**src/rtl/mem_bus_pkg.sv**
```systemverilog
// Shared memory-bus constants, DMA state encoding and opcodes.
// Imported by the copy engine, the micro core and benches.
package mem_bus_pkg;

  localparam int AW_DEF = 6;
  localparam int DW_DEF = 8;

  typedef enum logic [2:0] {
    IDLE = 3'd0,
    RD   = 3'd1,
    WR   = 3'd2,
    GAP  = 3'd3,
    DONE = 3'd4
  } state_t;

  localparam logic [1:0] LOADINS   = 2'b00;
  localparam logic [1:0] ADDINS    = 2'b01;
  localparam logic [1:0] STOREINS  = 2'b10;
  localparam logic [1:0] BRANCHINS = 2'b11;

endpackage

```
**src/rtl/mem_copy_dma.sv**
```systemverilog
// Block copy engine on the external memory bus: read then write per byte.
// MEM_COPY_WRITE_GUARD_EN adds an idle GAP cycle after every write.
module mem_copy_dma
  import mem_bus_pkg::*;
#(
  parameter int AW = AW_DEF,
  parameter int DW = DW_DEF
) (
  input  logic          clk,
  input  logic          reset,
  input  logic          start,
  input  logic [AW-1:0] src,
  input  logic [AW-1:0] dst,
  input  logic [AW:0]   len,
  output logic          busy,
  output logic          done,
  output logic [AW-1:0] mem_addr,
  output logic          mem_read,
  output logic          mem_write,
  output logic [DW-1:0] mem_din,
  input  logic [DW-1:0] mem_dout
);

  localparam logic [AW:0] LEN_MAX = {1'b1, {AW{1'b0}}};

  state_t        state, state_n;
  logic [AW:0]   idx, idx_n;
  logic [AW:0]   len_q, len_n;
  logic [AW:0]   len_sat;
  logic [AW-1:0] src_q, src_n;
  logic [AW-1:0] dst_q, dst_n;

  assign len_sat = (len > LEN_MAX) ? LEN_MAX : len;

  // Next state, byte index and captured transfer descriptor.
  always_comb begin
    state_n = state;
    idx_n   = idx;
    src_n   = src_q;
    dst_n   = dst_q;
    len_n   = len_q;
    unique case (state)
      IDLE: begin
        if (start) begin
          if (len_sat != '0) begin
            state_n = RD;
            src_n   = src;
            dst_n   = dst;
            len_n   = len_sat;
            idx_n   = '0;
          end else begin
            state_n = DONE;
          end
        end
      end
      RD: state_n = WR;
      WR: begin
        idx_n = idx + 1'b1;
`ifdef MEM_COPY_WRITE_GUARD_EN
        state_n = GAP;
`else
        state_n = (idx_n < len_q) ? RD : DONE;
`endif
      end
      GAP:  state_n = (idx < len_q) ? RD : DONE;
      DONE: state_n = IDLE;
      default: state_n = IDLE;
    endcase
  end

  // State and registered bus outputs, decoded from the next state.
  // mem_din doubles as the data register: it captures mem_dout as RD
  // closes and keeps it through WR (and GAP when enabled).
  always_ff @(posedge clk) begin
    if (reset) begin
      state     <= IDLE;
      idx       <= '0;
      len_q     <= '0;
      src_q     <= '0;
      dst_q     <= '0;
      busy      <= 1'b0;
      done      <= 1'b0;
      mem_read  <= 1'b0;
      mem_write <= 1'b0;
      mem_addr  <= '0;
      mem_din   <= '0;
    end else begin
      state     <= state_n;
      idx       <= idx_n;
      len_q     <= len_n;
      src_q     <= src_n;
      dst_q     <= dst_n;
      busy      <= (state_n != IDLE);
      done      <= (state_n == DONE);
      mem_read  <= (state_n == RD);
      mem_write <= (state_n == WR);
      unique case (state_n)
        RD: begin
          mem_addr <= src_n + idx_n[AW-1:0];
          mem_din  <= '0;
        end
        WR: begin
          mem_addr <= dst_n + idx_n[AW-1:0];
          mem_din  <= mem_dout;
        end
        GAP: begin
          mem_addr <= mem_addr;
          mem_din  <= mem_din;
        end
        default: begin
          mem_addr <= '0;
          mem_din  <= '0;
        end
      endcase
    end
  end

endmodule
```
**config.mk**
```make
export PLATFORM = sky130hd
export DESIGN_NAME = mem_copy_dma
export DESIGN_NICKNAME = d
export VERILOG_FILES = /design/src/rtl/mem_bus_pkg.sv /design/src/rtl/mem_copy_dma.sv
export SDC_FILE = /design/constraint.sdc
export NUM_CORES = 1
export LEC_CHECK = 0
export ABC_AREA = 1
export CAP_MARGIN = 20
export CELL_PAD_IN_SITES_DETAIL_PLACEMENT = 0
export CELL_PAD_IN_SITES_GLOBAL_PLACEMENT = 1
export CORE_MARGIN = 4
export CORE_UTILIZATION = 46
export DETAILED_ROUTE_END_ITERATION = 10
export DONT_BUFFER_PORTS = 1
export PLACE_DENSITY_LB_ADDON = 0.1
export SKIP_CTS_REPAIR_TIMING = 1
export SYNTH_ARGS = -nofsm -noshare
export SYNTH_HDL_FRONTEND = slang
export SYNTH_SLANG_ARGS = --single-unit
export TNS_END_PERCENT = 20
```
**constraint.sdc**
```tcl
create_clock -name clk -period 3.3 [get_ports clk]
set_input_delay 0.33 -clock clk [delete_from_list [all_inputs] [get_ports clk]]
set_output_delay 0.33 -clock clk [all_outputs]
set_load 0.01 [all_outputs]
```
==> summary.log <==
qor: outcome.outcome completed
qor: timing.post-route-min-period 2.72 ns
qor: final_layout.area_of_all_sequential_standard_cells 941 um2
qor: critical_path.path_cells inv_2, nand2_4, nor2_4, nand3_4, mux2i_1, mux2i_1, ha_1, a21oi_1, o211ai_1, inv_1, nand2_1, nand2_1, nand2_1, nand2_1, nand2_1, nor2_2
qor: final_layout.areaGrowthSynthToFinish 6.89%
qor: critical_path.crit_arrival 2.94 ns
qor: timing.setup_tns 0 ns
qor: clock_tree.clock_pin_transition_on_the_worst_setup_and_hold_timing_paths 0.10 ns
qor: synth.synth_top_flop_cell sky130_fd_sc_hd__dfxtp_1
qor: synth.synth_edf_count 0
qor: place.gp_routability_congestion 0.801
qor: synth.synth.net_count 345
qor: floorplanning.core_area 5110 um2
qor: floorplanning.die-area 6470 um2
qor: timing.timing_worst_slew_pin_value 0.450 ns
qor: routing.first_pass_iters 4
qor: global_routing.grtUsageTotal 16.4%
qor: final_layout.final_common_cell sky130_fd_sc_hd__nand2_1
qor: routing.drt_drc_violations_left 0
qor: timing.report.final.slew_viol_count 0
qor: final_layout.mostFrequentLayoutCells sky130_fd_sc_hd__nand2_1 (61), sky130_fd_sc_hd__dfxtp_1 (47), sky130_fd_sc_hd__inv_1 (30), sky130_fd_sc_hd__nor2_1 (27), sky130_fd_sc_hd__ha_1 (18)
qor: routing.routed_wl 4.96 mm
qor: critical_path.critical_path_class reg -> reg
qor: pwr.power_density 519 nW/um2
qor: critical_path.critPathMostFrequentCell sky130_fd_sc_hd__nand2_1
qor: critical_path.timing.critical_path.to_type flop
qor: pwr.leakage 1.24 nW
qor: flow_run.max_cap_viol_count 0
qor: timing.report.final.hold_viol_count 0
qor: place.io_buffer_count 0
qor: synth.synth_seq_cells 47
qor: global_routing.first_global_vias 1769
qor: critical_path.worst-path-max-fanout 31
qor: routing.detail-route-antenna-nets 0
qor: routing.route.detailed.wl_per_inst 13.6 um
qor: global_routing.largest_net_degree_at_the_start_of_global_routing 44
qor: global_routing.overflow 0
qor: clock_tree.insertion_delay 0.30 ns
qor: clock_tree.clk_root_buffer_cell sky130_fd_sc_hd__clkbuf_8
qor: routing.first_iter_violations 48
qor: synth.syn_area 2410 um2
qor: worst_hold_path.worstHoldPathType in -> reg
qor: synth.ys_warn_count 0
qor: critical_path.setup.worst_path.start_class flop
qor: worst_hold_path.hold-path-cell-count 1
qor: timing.rsz_0062_raised_after_global_routing false
qor: synth.syn_inst 296
qor: clock_tree.cts_max_path_buffers 2
qor: synth.asyncSetResetFlopFracSynth 0%
qor: final_layout.final.fill_count 517
qor: clock_tree.tritoncts_num_sinks 47
qor: pwr.totalPowerFinal 1.34 mW
qor: synth.ys_types 34
qor: timing.finalSetupViolCount 0
qor: global_routing.initial_antenna_violation_count 0
qor: critical_path.reg2reg_depth 16
qor: critical_path.cpMaxStageDelayCell sky130_fd_sc_hd__nand3_4
qor: routing.detailroute.via_count 1862
qor: synth.post_synth.cell_area_avg 8.15 um2
qor: routing.drt-vias-per-instance 5.10
qor: pwr.power.ir.vdd_worst 0.256 mV
qor: final_layout.multiInputGateArea 1280 um2
qor: timing.fmax 367 MHz
qor: clock_tree.cts_htree_levels 2
qor: timing.maxSlewHeadroom 70.0%
qor: clock_tree.numCtsBuffers 5
qor: critical_path.worstPathRequired 3.51 ns
qor: critical_path.cp_slowest_stage_delay 0.37 ns
qor: final_layout.final_nets 343
qor: floorplanning.die_x 80.4 um
qor: floorplanning.placementRows 26
qor: synth.synth_seq_area_share 39.0%
qor: timing.timing.final.crit_share 82.5%
qor: floorplanning.design.portCount 48
qor: floorplanning.fp.dieH 80.4 um
qor: final_layout.antennaDiodeCount 0
qor: final_layout.drive_above_1_share 7.80%
qor: place.hpwl 3.78 mm
qor: timing.worst_clock_skew 0.00813 ns
qor: global_routing.grt_pass1_wl 8.16 mm
qor: floorplanning.start_util 47.3%
qor: clock_tree.cts_tree yes
-- sequential cells by signal, summed over array words and instances (netlist names) --
signal,count
mem_din,8
idx,7
len_q,7
dst_q,6
mem_addr,6
src_q,6
state,3
busy,1
done,1
mem_read,1
mem_write,1
-- report_power, final --
group | internal [mW] | switching [mW]
clock network | 0.308 | 0.209
registers | 0.603 | 0.0209
logic | 0.0741 | 0.123
total | 0.985 | 0.353
-- area by class of cell --
type / count / share of cell area, %
Sequential cell: 47 / 36.5
Tap cell: 70 / 3.39
Clock buffer: 5 / 2.67
Clock inverter: 3 / 2.76
Multi-Input combinational cell: 205 / 49.6
Inverter: 35 / 5.09
-- worst paths after layout --
kind                         start  slack, ns                  endpoint
max            state[0]$_SDFF_PP0_       0.58  mem_addr[5]$_SDFFE_PP0P_
min                          reset       0.09     len_q[5]$_SDFFE_PP0P_
max reg2reg    state[0]$_SDFF_PP0_       0.58  mem_addr[5]$_SDFFE_PP0P_
min reg2reg  len_q[5]$_SDFFE_PP0P_       0.46     len_q[5]$_SDFFE_PP0P_
-- per-stage QoR --
| step | hold slack [ns] | cells | utilization, % | worst slack (ns) | instance area [um2] |
|---|---|---|---|---|---|
| after detailed placement | 0.407 | 357 | 47.8 | 0.455 | 2440 |
| after global placement | 0.404 | 357 | 47.8 | 0.526 | 2440 |
| after global routing | 0.0700 | 365 | 50.5 | 0.264 | 2580 |
| after CTS | 0.0763 | 365 | 50.5 | 0.526 | 2580 |
| final | 0.0900 | 365 | 50.5 | 0.579 | 2580 |
| after floorplan | 0.443 | 296 | - | 0.911 | 2410 |
-- cells by family after synthesis --
family | Yosys count | share of synthesized area (%)
XOR/XNOR | 7 | 2.54
buffers and inverters | 44 | 7.98
AO/OA/AOI/OAI | 33 | 7.83
multiplexers | 15 | 6.22
AND/OR/NAND/NOR | 131 | 26.3
adder cells (fa/ha/maj) | 19 | 10.2
flip-flops | 47 | 39.0
-- critical path: cells and delay by family (launching register included) --
kind	cells	cell delay (ns)
flip-flops	1	0.36
buffers and inverters	2	0.16
AND/OR/NAND/NOR	9	0.93
AO/OA/AOI/OAI	2	0.35
adder cells (fa/ha/maj)	1	0.37
multiplexers	2	0.46
-- layer usage --
layer  share of wire (%)  GRT usage (%)  up-vias
li1                    -              -      975
met3                 5.3           4.04       10
met2                  48           27.1       40
met5                   0              0        -
met4                 2.5           7.94        0
met1                  45           19.9      837
-- synthesized netlist by cell type, drive strengths merged, types with 2 or more instances --
master  number  share of area (%)
nor3         3               0.62
xor2         6                2.2
nor3b        8                2.5
mux2i       15                6.2
nor2        31                5.7
nand4        8                2.3
nand3       16                4.5
nand2       62                 10
o211ai       2               0.62
a211oi       7                2.2
o21ai        6                1.2
clkbuf       5               0.78
buf          4                1.8
ha          18                9.3
a21oi       17                3.5
inv         35                5.4
dfxtp       47                 39
No activity file was read; power rests on OpenSTA's default activity.
